--- config.mk ---
export PLATFORM = sky130hd
export DESIGN_NAME = i2c_eeprom_master
export DESIGN_NICKNAME = d
export VERILOG_FILES = /design/src/rtl/i2c_eeprom_master.sv
export SDC_FILE = /design/constraint.sdc
export NUM_CORES = 1
export LEC_CHECK = 0
export CAP_MARGIN = 20
export CORE_MARGIN = 2
export CORE_UTILIZATION = 35
export DETAILED_ROUTE_END_ITERATION = 8
export GPL_TIMING_DRIVEN = 0
export HOLD_SLACK_MARGIN = 0.05
export PLACE_DENSITY = 0.66
export SYNTH_ARGS = -nofsm -noshare
export SYNTH_HDL_FRONTEND = slang
export SYNTH_SLANG_ARGS = --single-unit
export TNS_END_PERCENT = 5
--- constraint.sdc ---
create_clock -name clk_i -period 2.15 [get_ports clk_i]
set_input_delay 0.215 -clock clk_i [delete_from_list [all_inputs] [get_ports clk_i]]
set_output_delay 0.215 -clock clk_i [all_outputs]
set_load 0.02 [all_outputs]
--- src/rtl/i2c_eeprom_master.sv ---
// i2c_eeprom_master: I2C initiator for single-byte random write / random read
// on a 16-bit-addressed EEPROM. The lines are open-drain: *_padoen_o=0 pulls
// the line low and *_padoen_o=1 releases it.
//
// Ports
//   clk_i, rst_ni                  clock, asynchronous active-low reset
//   req_valid_i/req_ready_o        command handshake (ready only while idle)
//   req_we_i, req_addr_i, req_wdata_i  command: 1=write, EEPROM address, data
//   rsp_valid_o                    one-cycle completion pulse
//   rsp_rdata_o, rsp_err_o         read data / NACK flag, held until next rsp
//   busy_o                         transaction in progress
//   scl_pad_i/o, scl_padoen_o      SCL pad (o is constant 0)
//   sda_pad_i/o, sda_padoen_o      SDA pad (o is constant 0)
//
// Each bus slot is four quarters (q0..q3) of CLK_DIV cycles. The pad enables
// are registered from the current slot/quarter, so the pads trail the
// internal quarter counter by one clock; every edge shifts by the same amount.
module i2c_eeprom_master #(
    parameter int unsigned CLK_DIV  = 16,
    parameter logic [6:0]  DEV_ADDR = 7'b010_1010
) (
    input  logic        clk_i,
    input  logic        rst_ni,
    input  logic        req_valid_i,
    output logic        req_ready_o,
    input  logic        req_we_i,
    input  logic [15:0] req_addr_i,
    input  logic [7:0]  req_wdata_i,
    output logic        rsp_valid_o,
    output logic [7:0]  rsp_rdata_o,
    output logic        rsp_err_o,
    output logic        busy_o,
    input  logic        scl_pad_i,
    output logic        scl_pad_o,
    output logic        scl_padoen_o,
    input  logic        sda_pad_i,
    output logic        sda_pad_o,
    output logic        sda_padoen_o
);
    localparam int unsigned QW = (CLK_DIV > 1) ? $clog2(CLK_DIV) : 1;

    typedef enum logic [3:0] {
        ST_IDLE, ST_START, ST_TX, ST_ACK, ST_RSTART,
        ST_RX, ST_MNACK, ST_STOP, ST_RSP
    } state_e;

    state_e          state_q;
    logic [QW-1:0]   qcnt_q;
    logic [1:0]      phase_q;
    logic [2:0]      bit_q;
    logic [1:0]      byte_q;
    logic [7:0]      sh_q;
    logic            we_q;
    logic [15:0]     addr_q;
    logic [7:0]      wdata_q;
    logic            nack_q;
    logic            err_q;
    logic            scl_oen_q, sda_oen_q;
    logic            rsp_valid_q, rsp_err_q, busy_q;
    logic [7:0]      rsp_rdata_q;

    logic q_last, stretch, scl_rel, sda_rel;

    assign q_last  = (qcnt_q == QW'(CLK_DIV - 1));
    // A responder holding SCL low after we released it freezes the quarter.
    assign stretch = (phase_q inside {2'd1, 2'd2}) && scl_oen_q && !scl_pad_i;

    // Line levels wanted for the current slot and quarter (1 = release).
    always_comb begin
        scl_rel = 1'b1;
        sda_rel = 1'b1;
        case (state_q)
            ST_START: begin
                scl_rel = (phase_q != 2'd3);
                sda_rel = (phase_q < 2'd2);
            end
            ST_RSTART: begin
                scl_rel = phase_q inside {2'd1, 2'd2};
                sda_rel = (phase_q < 2'd2);
            end
            ST_STOP: begin
                scl_rel = (phase_q != 2'd0);
                sda_rel = (phase_q >= 2'd2);
            end
            ST_TX: begin
                scl_rel = phase_q inside {2'd1, 2'd2};
                sda_rel = sh_q[7];
            end
            ST_ACK, ST_RX, ST_MNACK: scl_rel = phase_q inside {2'd1, 2'd2};
            default: ;
        endcase
    end

    always_ff @(posedge clk_i or negedge rst_ni) begin
        if (!rst_ni) begin
            state_q     <= ST_IDLE;
            qcnt_q      <= '0;
            phase_q     <= 2'd0;
            bit_q       <= 3'd0;
            byte_q      <= 2'd0;
            sh_q        <= 8'h00;
            we_q        <= 1'b0;
            addr_q      <= 16'h0000;
            wdata_q     <= 8'h00;
            nack_q      <= 1'b0;
            err_q       <= 1'b0;
            scl_oen_q   <= 1'b1;
            sda_oen_q   <= 1'b1;
            rsp_valid_q <= 1'b0;
            rsp_err_q   <= 1'b0;
            rsp_rdata_q <= 8'h00;
            busy_q      <= 1'b0;
        end else begin
            rsp_valid_q <= 1'b0;
            scl_oen_q   <= scl_rel;
            sda_oen_q   <= sda_rel;
            case (state_q)
                ST_IDLE: if (req_valid_i) begin
                    we_q    <= req_we_i;
                    addr_q  <= req_addr_i;
                    wdata_q <= req_wdata_i;
                    busy_q  <= 1'b1;
                    err_q   <= 1'b0;
                    qcnt_q  <= '0;
                    phase_q <= 2'd0;
                    state_q <= ST_START;
                end
                ST_RSP: begin
                    busy_q  <= 1'b0;
                    state_q <= ST_IDLE;
                end
                default: if (!stretch) begin
                    if (!q_last) begin
                        qcnt_q <= qcnt_q + 1'b1;
                    end else begin
                        qcnt_q  <= '0;
                        phase_q <= phase_q + 2'd1;
                        // Sample SDA at the end of the SCL-high window.
                        if (phase_q == 2'd2) begin
                            if (state_q == ST_ACK) nack_q <= sda_pad_i;
                            if (state_q == ST_RX)  sh_q   <= {sh_q[6:0], sda_pad_i};
                        end
                        if (phase_q == 2'd3) begin
                            case (state_q)
                                ST_START: begin
                                    sh_q    <= {DEV_ADDR, 1'b0};
                                    bit_q   <= 3'd7;
                                    byte_q  <= 2'd0;
                                    state_q <= ST_TX;
                                end
                                ST_TX: begin
                                    if (bit_q == 3'd0) begin
                                        state_q <= ST_ACK;
                                    end else begin
                                        bit_q <= bit_q - 3'd1;
                                        sh_q  <= {sh_q[6:0], 1'b0};
                                    end
                                end
                                ST_ACK: begin
                                    if (nack_q) begin
                                        err_q   <= 1'b1;
                                        state_q <= ST_STOP;
                                    end else begin
                                        byte_q <= byte_q + 2'd1;
                                        bit_q  <= 3'd7;
                                        case (byte_q)
                                            2'd0: begin sh_q <= addr_q[15:8]; state_q <= ST_TX; end
                                            2'd1: begin sh_q <= addr_q[7:0];  state_q <= ST_TX; end
                                            2'd2: begin
                                                if (we_q) begin
                                                    sh_q    <= wdata_q;
                                                    state_q <= ST_TX;
                                                end else begin
                                                    state_q <= ST_RSTART;
                                                end
                                            end
                                            default: state_q <= we_q ? ST_STOP : ST_RX;
                                        endcase
                                    end
                                end
                                ST_RSTART: begin
                                    sh_q    <= {DEV_ADDR, 1'b1};
                                    state_q <= ST_TX;
                                end
                                ST_RX: begin
                                    if (bit_q == 3'd0) state_q <= ST_MNACK;
                                    else               bit_q   <= bit_q - 3'd1;
                                end
                                ST_MNACK: state_q <= ST_STOP;
                                ST_STOP: begin
                                    rsp_valid_q <= 1'b1;
                                    rsp_err_q   <= err_q;
                                    rsp_rdata_q <= (err_q || we_q) ? 8'h00 : sh_q;
                                    state_q     <= ST_RSP;
                                end
                                default: state_q <= ST_IDLE;
                            endcase
                        end
                    end
                end
            endcase
        end
    end

    assign req_ready_o  = (state_q == ST_IDLE);
    assign rsp_valid_o  = rsp_valid_q;
    assign rsp_rdata_o  = rsp_rdata_q;
    assign rsp_err_o    = rsp_err_q;
    assign busy_o       = busy_q;
    assign scl_pad_o    = 1'b0;
    assign sda_pad_o    = 1'b0;
    assign scl_padoen_o = scl_oen_q;
    assign sda_padoen_o = sda_oen_q;
endmodule

# After elaboration in Yosys (flattened, before gate mapping)

Cells that the tools add are included.

Input port bits: 30
Memories: 0
Register bits: 63
Output and inout port bits: 16
Bits in writable memories: 0
Bits in latches: 0
Logic and storage cells: 132
Bits in read-only memories: 0

Multiplexer cells: 50
Reductions and logical operators: 34
Equal/unequal tests: 22
Bitwise logic cells: 3
Divide/modulo/power cells: 0
Shifts and indexed selects: 0
Multiply operators: 0
Add/sub/neg operators: 4
Order comparisons: 2

Operator list:

| cell                 | number |
|---|---|
| $mux W8              | 7 |
| $mux W4              | 9 |
| $pmux W8 S4          | 1 |
| $pmux W4 S6          | 1 |
| $pmux W8 S3          | 1 |
| $eq A4 B3 Y1 const B | 4 |
| $pmux W4 S2          | 2 |
| $reduce_bool A2 Y1   | 8 |
| $reduce_and A7 Y1    | 2 |
| $mux W1              | 12 |
| $mux W3              | 4 |
| $reduce_and A6 Y1    | 2 |
| $mux W2              | 5 |
| $ne A2 B2 Y1 const B | 5 |
| $reduce_and A5 Y1    | 2 |
| $pmux W3 S3          | 1 |
| $reduce_bool A3 Y1   | 3 |
| $eq A4 B2 Y1 const B | 2 |
| $eq A4 B4 Y1 const B | 2 |
| $pmux W2 S2          | 2 |
| $reduce_or A2 Y1     | 4 |
| $eq A2 B2 Y1 const B | 3 |
| $pmux W1 S3          | 2 |
| $pmux W3 S2          | 1 |
| other kinds (22)     | 30 |

# Depth between registers and ports, before layout

Gate-level depths: netlist of the first run.

Word-level depth: 9
Depth in mapped cells: 9
Gate-level depth less buffers: 7

# Worst setup path before layout of the first run

OpenSTA, ideal clock, no wires.

Path kind: reg2reg
Start: reg state_q[1]
End: reg addr_q[14]
Library setup time: 125 ps
Path slack: 141 ps
Data required time: 2,025 ps
Cell stages (with the launch flop): 9
Buffers on the path: 4
Arrival time: 1,884 ps
Clock period less this slack: 2,009 ps
Cell sequence: dfrtp_1 > buf_6 > or4_4 > buf_6 > inv_6 > and2_4 > buf_12 > buf_12 > mux2_4

Word-level cells in the longest chain between the ends: 2

RTL lines:

| item                               | RTL line | text |
|---|---|---|
| from (decl)                        | 47       | `state_e state_q;` |
| from (signal assigned)             | 177      | `default: state_q <= we_q ? ST_STOP : ST_RX;` |
| $logic_not A4 Y1                   | n/a      |  |
| via req_ready_o                    | 25       | `output logic req_ready_o,` |
| $reduce_and A2 Y1 (no source line) | n/a      |  |
| to (signal assigned)               | 120      | `addr_q <= req_addr_i;` |
| to (decl)                          | 54       | `logic [15:0] addr_q;` |

The timed path passes the listed nets, and every way through them passes these cells.
A chain may end at the register's enable or synchronous reset.

# Final worst setup path of the first run

Start: reg state_q[2]
End: reg addr_q[0]

Word-level cells in the longest chain between the ends: 2

RTL lines:

| item                               | RTL line | text |
|---|---|---|
| $logic_not A4 Y1                   | 117      | `case (state_q)` |
| $reduce_and A2 Y1 (no source line) | n/a      |  |

No other way between the ends.

==> results, run 1 <==
- Along the worst path, the maximum fanout reaches 10.
- The warning count from the yosys run is 0.
- Counting flops and latches in the post-synthesis netlist gives 63.
- Adding up every negative setup slack in the final design gives 0 ns.
- The wire length after detailed routing is around 8000 um.
- For this configuration, the core starts out at a cell density of 0.359.
- Each instance of the synthesized netlist takes up on average 10.7 sq um.
- The total power per unit cell area is 1110 mW/mm^2.
- The detail route stage leaves a number of antenna-violating nets equal to 0.
- The instance area at placement is about 0.0041 sq mm.
- The dominant cell by count in the synthesized netlist is sky130_fd_sc_hd__dfrtp_1.
- The placer congestion estimate is between 0.8 and 0.9.
- The number of antenna diodes in the final layout is 0.
- Among all flip-flop cells after synthesis, the most frequent one is sky130_fd_sc_hd__dfrtp_1.
- Summing all non-filler instances in the final layout gives an area of 0.00440 sq mm.
- Of the post-synthesis cell area, the dominant cell type holds 0.437.
- The clock latency of the later-clocked register in the worst-skew pair is between 0.3 and 0.4 ns.
- The commonest cells after synthesis are 61 x sky130_fd_sc_hd__dfrtp_1, 37 x sky130_fd_sc_hd__nand2_1, 30 x sky130_fd_sc_hd__o21ai_0.
- Setup slack closes at about 0.040 ns.
- The chip height is between 100 and 150 um.
- The share of flip-flops with an asynchronous set or reset after synthesis is 1.00.
- Sorting the synthesized cells by area gives the leading types as sky130_fd_sc_hd__dfrtp_1 44%, sky130_fd_sc_hd__mux2_4 8.2%, sky130_fd_sc_hd__o21ai_0 4.3%.
- For this design the top-level I/O count stands at 46.
- The number of antenna violations at the first check in global routing came to 0.
- The maximum VDD drop is 0.333 mV.
- The count of buffers added on input and output ports is 43.
- At the worst endpoint, the required time is about 2.4 ns.
- For the pin with the worst max-slew slack, the measured transition is about 0.79 ns.
- The tree is rooted in a sky130_fd_sc_hd__clkbuf_8.
- The flow ran to the end, and the final reports show no timing, DRC or antenna violations.
- Summed over all cells, the static leakage comes to 1.86 nW.
- The sort of element at the end of the critical path is a flop.
- The max capacitance violation total is 0.
- The maximum level of the CTS H-tree is 3.
- STA classifies the critical path startpoint as a flop.
- Entering global routing, the biggest net connects 64 pins.
- The clock slew seen by the registers of the worst setup and hold paths is roughly 0.080 ns.
- The clock passes through at most 2 buffers.
- The class of the worst hold path is input pin to async pin.
- TritonCTS built the clock tree.
- Across the routed clock network, the largest skew measured is between 0.008 and 0.009 ns.
- The number of slew-limit violations in the final report is 0.
- In the global route stage, overall resource usage came out at 0.154.
- Overall power consumption after layout is estimated at between 4 and 5 mW.
- After floorplanning, the core was divided into 36 placement rows.
- The pre-antenna-repair detailed-routing pass consisted of 5 iterations.
- Static timing analysis puts the maximum clock frequency at 474 MHz.
- For this run the aggregate overflow at the end of global routing stands at 0.
- The number of global-route vias before repair came to 2,674.
- The final worst-path cycle share is 0.981.
- Of the synthesized area, sequential elements account for 0.452.
- The die footprint is ~0.011 sq mm.
- The final routed wire length divided by cell count is roughly 15 um.
- After synthesis the cells add up to 0.00349 sq mm.
- The setup slack at placement is -0.187 ns.
- The area added between synthesis and finish is 25.9%.
- From left edge to right edge, the die measures approximately 100 um.
- The starting DRC count in detailed routing is about 210.
- The shortest period the worst path allows is between 2 and 2.5 ns.
- After detailed routing, the number of remaining DRC violations is 0.
- The data arrival time of the critical path is 2.35 ns.
- The core box area is about 0.0097 sq mm.
- The clock sink total is 63.
- Headroom to the max-slew limit came out at 0.476.
- The HPWL after detailed placement is 5660 um.
- The first global-routing pass estimated around 13,000 um of wire.
- The cell type contributing the most total cell area after synthesis is sky130_fd_sc_hd__dfrtp_1.
- The synthesized instance count is 326.
- By startpoint and endpoint, the worst setup path is classified as flop to flop.
- The final hold violation count is 0.
- The share of final-layout standard cells stronger than drive strength 1 is 0.229.
- Setup violations remaining at the end of the flow were counted as 0.
- Summing over every cut layer, the via total after detailed routing is between 2,000 and 3,000.
- Yosys mapped a number of flops with a built-in enable equal to 0.
- The netlist uses 63 different library cells.
- The number of vias per cell after detailed routing is 5.27.
- The total CTS buffers is 9.
- Across all hold checks on the routed design, the worst slack comes to about 0.46 ns.
- The final net count is ~420.
## cell usage in the layout, fill, tap and decap left out, types with 5 or more instances in the layout
cell type,instances
sky130_fd_sc_hd__a222oi_1,8
sky130_fd_sc_hd__a22oi_1,5
sky130_fd_sc_hd__and3_1,5
sky130_fd_sc_hd__buf_2,8
sky130_fd_sc_hd__buf_4,8
sky130_fd_sc_hd__clkbuf_8,9
sky130_fd_sc_hd__clkdlybuf4s50_1,41
sky130_fd_sc_hd__dfrtp_1,60
sky130_fd_sc_hd__ha_1,9
sky130_fd_sc_hd__inv_1,10
sky130_fd_sc_hd__mux2_2,11
sky130_fd_sc_hd__mux2_4,19
sky130_fd_sc_hd__nand2_1,37
sky130_fd_sc_hd__nand3_1,6
sky130_fd_sc_hd__nor2_1,14
sky130_fd_sc_hd__nor2b_1,5
sky130_fd_sc_hd__o21ai_0,30
sky130_fd_sc_hd__o2bb2ai_1,11
## state kept, by name (all words and copies together) (netlist names), 2 cells and up
name	count
byte_q	2
sh_q	8
bit_q	3
phase_q	2
addr_q	16
rsp_rdata_o	8
state_q	4
wdata_q	8
qcnt_q	4
## repair_timing
item,in CTS,in global routing
endpoints found under the hold margin,61,0
setup buffers,0,3
setup endpoints to repair,10,19
hold buffers,1,0
gates resized for setup,9,10
pin swaps,1,2
## stage by stage
stage          utilization  cells
2_1_floorplan            -    327
3_3_place_gp         0.421    503
3_5_place_dp         0.421    503
4_1_cts              0.447    520
5_1_grt              0.452    522
6_report             0.452    522
## worst max-delay path: stages (launching register included)
cell	delay (ns)
sky130_fd_sc_hd__dfrtp_1	0.36
sky130_fd_sc_hd__buf_2	0.17
sky130_fd_sc_hd__or4_4	0.49
sky130_fd_sc_hd__buf_6	0.16
sky130_fd_sc_hd__inv_6	0.07
sky130_fd_sc_hd__and2_4	0.16
sky130_fd_sc_hd__buf_12	0.13
sky130_fd_sc_hd__buf_12	0.15
sky130_fd_sc_hd__mux2_4	0.30
## cell type report
class                   count  area, sq um
plain buffers              24          196
inverters                  12         50.0
multi-input cells         227         1720
flip-flops and latches     63         1580
clock inverters             7          105
well taps                 133          166
clock buffers               9          124
repair buffers             47          455
fillers                   914         5330
## power by group
group	switching, mW	internal [mW]
Combinational	0.895	0.946
Sequential	0.252	1.57
Clock	0.532	0.668
## worst paths after layout
path                             endpoint  cells after the start           start  slack [ns]
setup / recovery                addr_q[0]                      8      state_q[2]        0.04
hold / removal                 wdata_q[5]                      2          rst_ni        0.46
setup reg to reg                addr_q[0]                      8      state_q[2]        0.04
hold reg to reg            rsp_rdata_o[5]                      2  rsp_rdata_o[5]        0.48
max in group asynchronous      phase_q[1]                      2          rst_ni        1.12
min in group clk_i             wdata_q[7]                      2  req_wdata_i[7]        0.46
## kinds of logic after synthesis
kind of cell / count (synthesis) / synth area share
simple gates: 93 / 0.135
compound gates: 89 / 0.183
flops: 63 / 0.452
buf+inv: 37 / 0.0687
mux: 32 / 0.123
fa+ha+maj: 10 / 0.0358
other cells: 1 / 0.00107
xor+xnor: 1 / 0.00251
## routing by layer
metal	vias up	global-route usage	share of wire	routed length, um
met5	-	0	0	0
met4	0	0.0618	0.019	150
met3	13	0.0345	0.045	360
met2	71	0.252	0.51	4070
met1	1368	0.197	0.43	3450
li1	1297	-	-	-
Power figures use the tool's default switching activity.
==> run 2, diff against run 1 <==
--- a/config.mk
+++ b/config.mk
@@ -11,6 +11,7 @@
 export DETAILED_ROUTE_END_ITERATION = 8
 export GPL_TIMING_DRIVEN = 0
 export HOLD_SLACK_MARGIN = 0.05
+export MAX_ROUTING_LAYER = met4
 export PLACE_DENSITY = 0.66
 export SYNTH_ARGS = -nofsm -noshare
 export SYNTH_HDL_FRONTEND = slang
==> constraint.sdc (replaced) <==
create_clock -name clk_i -period 1.95 [get_ports clk_i]
set_input_delay 0.195 -clock clk_i [delete_from_list [all_inputs] [get_ports clk_i]]
set_output_delay 0.195 -clock clk_i [all_outputs]
set_load 0.02 [all_outputs]
==> run 2 against run 1 <==
Net effect: the flow now finishes with violations (setup timing); power grew 15%; routed wire length grew 5.1%; sequential share of layout area shrank 1.3 points; die area is the same; global-route usage grew 1.4 points; hold slack lost 0.021 ns; clock skew shrank 0.00084 ns; register-to-register slack lost 0.06 ns; critical endpoint is now addr_q[12]; largest power group unchanged.
==> results, run 2 (synthesis results as in run 1) <==
- The final routed wire length divided by cell count is 16.1 um (+4.7%).
- In this run the critical register-to-register path is captured at addr_q[12].
- The number of antenna violations at the first check in global routing is 0 (unchanged).
- The first-pass iteration count of the detailed router was 5 (unchanged).
- The summed area of non-filler cells in the final layout is 0.00456 sq mm (+3.8%).
- The library cell used most frequently in the layout, excluding fill and tap cells, is sky130_fd_sc_hd__dfrtp_1.
- The wire length after detailed routing came to 8440 um (+5.1%).
- The horizontal die dimension is 104 um (unchanged).
- The total CTS buffers was 9 (unchanged).
- The setup violation total in the final timing report is 16 (+16).
- The run finished, with violations left.
- The number of fill cells is 904 (-1.1%).
- The cell at the root of the clock tree is sky130_fd_sc_hd__clkbuf_8.
- The total power per unit cell area was 1230 mW/mm^2 (+11%).
- The shortest period the worst path allows is 1.97 ns (-0.135 ns).
- The effective utilization at floorplan was 0.359 (unchanged).
- The quantity of I/O buffers inserted on ports is 43 (unchanged).
- The chip height is 104 um (unchanged).
- The die footprint is 0.0108 sq mm (unchanged).
- The checks that failed: setup timing.
- The maximum level of the CTS H-tree was 3 (unchanged).
- The sort of element at the end of the critical path is a flop.
- The residual antenna-violating net count after detailed routing came to 0 (unchanged).
- The share of final-layout standard cells stronger than drive strength 1 is 0.281 (+0.0525).
- The path depth of the worst reg2reg path is 6 (-2).
- The wire length of the first global-routing pass is 14,000 um (+4.8%).
- The number of slew-limit violations in the final report was 0 (unchanged).
- The worst reg-to-reg setup slack is -0.02 ns (-0.06 ns).
- The residual overflow from global routing is 0 (unchanged).
- The reg-to-reg critical path startpoint is state_q[1].
- The row count is 36 (unchanged).
- The number of design rule violations left after detail routing is 0 (unchanged).
- The slew at the pin closest to its max-slew limit is 0.784 ns (-0.00234 ns).
- The final worst-path cycle share is 1.01 (+0.0313).
- The area added between synthesis and finish is 30.6%.
- The placer congestion estimate was 0.872 (-1.7%).
- The boundary pin count came to 46 (unchanged).
- The worst-case headroom to the max-slew limit is 0.477 (+0.00156).
- The instance area at placement came to 0.00410 sq mm (about the same).
- The max capacitance violation total is 0 (unchanged).
- The reported leakage power is 1.90 nW (+2.1%).
- The half-perimeter wire length after detailed placement is 5600 um (-1.1%).
- The total power is 5.60 mW (+15%).
- The global router's overall resource usage is 0.167 (+0.0136).
- The data arrival time of the critical path came to 2.22 ns (-0.13 ns).
- The final-layout setup total negative slack came to -0.235 ns (-0.235 ns).
- The worst hold path belongs to the class input pin to flop.
- The number of flip-flops in the largest register was 16 (unchanged).
- The origin of the worst min-delay path is req_wdata_i[1].
- The final net count was 426 (+0.47%).
- The number of stages on the worst hold path is 2.
- The count of non-filler cells in the finished layout came to 524 (+0.38%).
- In the layout the commonest cells are 59 x sky130_fd_sc_hd__dfrtp_1, 41 x sky130_fd_sc_hd__clkdlybuf4s50_1, 35 x sky130_fd_sc_hd__nand2_1.
- The post-route worst setup slack was -0.0249 ns (-0.0648 ns).
- The largest net degree at the start of global routing came to 64 (unchanged).
- The clock sink total came to 63 (unchanged).
- The overall via count from detail_route came to 2,751 (+0.073%).
- The terminating pin of the worst hold path is wdata_q[1].
- More flip-flops sit in one register than any other, and that register is addr_q.
- The final hold violation count is 0 (unchanged).
- The number of diodes is 0 (unchanged).
- The clock latency of the later-clocked register in the worst-skew pair is 0.36 ns (about the same).
- The required arrival time at the worst endpoint came to 2.20 ns (-0.19 ns).
- The largest clock skew in the final design is 0.00799 ns (-0.000836 ns).
- The core box area is 0.00973 sq mm (unchanged).
- The number of vias per cell after detailed routing is 5.25 (-0.31%).
- The critical path in this run is classified as flop to flop.
- The clock slew seen by the registers of the worst setup and hold paths came to 0.08 ns (about the same).
- The maximum VDD drop was 0.499 mV (+50%).
- The number of global-route vias before repair was 2,833 (+5.9%).
- The worst setup path is launched from a flop.
- The starting DRC count in detailed routing is 250 (+21%).
- The peak fanout along the critical path was 10 (unchanged).
- Setup repair after global routing could not meet its margin everywhere.
- The maximum frequency from static timing analysis was 506 MHz (+6.8%).
- The total instance count after detailed placement was 503 (unchanged).
- The buffer depth of the longest clock path is 2 (unchanged).
- TritonCTS built the clock tree.
run 2: cell count changes in the layout (fill, tap and decap cells not counted), moves of 4 or more:
cell / change
sky130_fd_sc_hd__buf_4: +6
sky130_fd_sc_hd__buf_2: -5
sky130_fd_sc_hd__o21ai_0: -5
sky130_fd_sc_hd__buf_6: +4
run 2: repair_timing:
item                                    CTS  global route
gates cloned                              1             0
endpoints found under the setup margin   53            56
resized for setup                        24            37
pin swaps                                 4            10
endpoints found under the hold margin    61             0
hold buffers                              1             0
buffers inserted                          9             2
run 2: area by class of cell:
cell class	count	area [sq um]	area share
multi-input cells	227	1820	0.399
flip-flops and latches	63	1580	0.346
repair buffers	56	547	0.120
plain buffers	17	168	0.0367
well taps	133	166	0.0365
clock buffers	9	124	0.0271
clock inverters	7	103	0.0225
inverters	12	52.6	0.0115
run 2: metal layers:
layer,share of wire,vias up,global-route usage
met1,0.43,1346,0.202
met3,0.037,16,0.0338
met5,0,-,-
li1,-,1314,-
met4,0.022,0,0.0811
met2,0.51,75,0.268
run 2: worst max-delay path by stage:
stage | from | to | slack (ns) | depth (start not counted)
after floorplan | state_q[1] | addr_q[14] | -0.05 | 8
after global placement | rst_ni | busy_o | -1.39 | 1
after detailed placement | phase_q[1] | rsp_rdata_o[7] | -0.37 | 9
after CTS | state_q[1] | addr_q[14] | -0.07 | 7
after global routing | state_q[1] | addr_q[11] | -0.09 | 6
final | state_q[1] | addr_q[12] | -0.02 | 6
run 2: report_power, final:
group / switching [mW] / internal (mW) / total [mW]
clock network: 0.589 / 0.735 / 1.32
logic: 1.08 / 1.15 / 2.23
registers: 0.310 / 1.74 / 2.05
total: 1.98 / 3.62 / 5.60
run 2: critical path: stages, from the launching register on:
cell and delay [ns]:
sky130_fd_sc_hd__dfrtp_1 0.37, sky130_fd_sc_hd__buf_6 0.14, sky130_fd_sc_hd__or4_4 0.56, sky130_fd_sc_hd__inv_8 0.08, sky130_fd_sc_hd__and2_4 0.23, sky130_fd_sc_hd__buf_4 0.16
sky130_fd_sc_hd__mux2_2 0.33
run 2: metrics by stage:
stage | hold slack [ns] | util | setup slack [ns]
5_1_grt | 0.439 | 0.469 | -0.0869
3_3_place_gp | 0.464 | 0.421 | -1.39
4_1_cts | 0.437 | 0.457 | -0.0659
2_1_floorplan | -0.101 | - | -0.0458
3_5_place_dp | 0.328 | 0.421 | -0.370
6_report | 0.443 | 0.469 | -0.0249
==> run 3, diff against run 2 <==
--- a/config.mk
+++ b/config.mk
@@ -9,6 +9,7 @@
 export CORE_MARGIN = 2
 export CORE_UTILIZATION = 35
 export DETAILED_ROUTE_END_ITERATION = 8
+export GPL_ROUTABILITY_DRIVEN = 0
 export GPL_TIMING_DRIVEN = 0
 export HOLD_SLACK_MARGIN = 0.05
 export MAX_ROUTING_LAYER = met4
==> results of run 3 <==
Same layout as run 2: the final DEF is identical, and so are final timing and power.
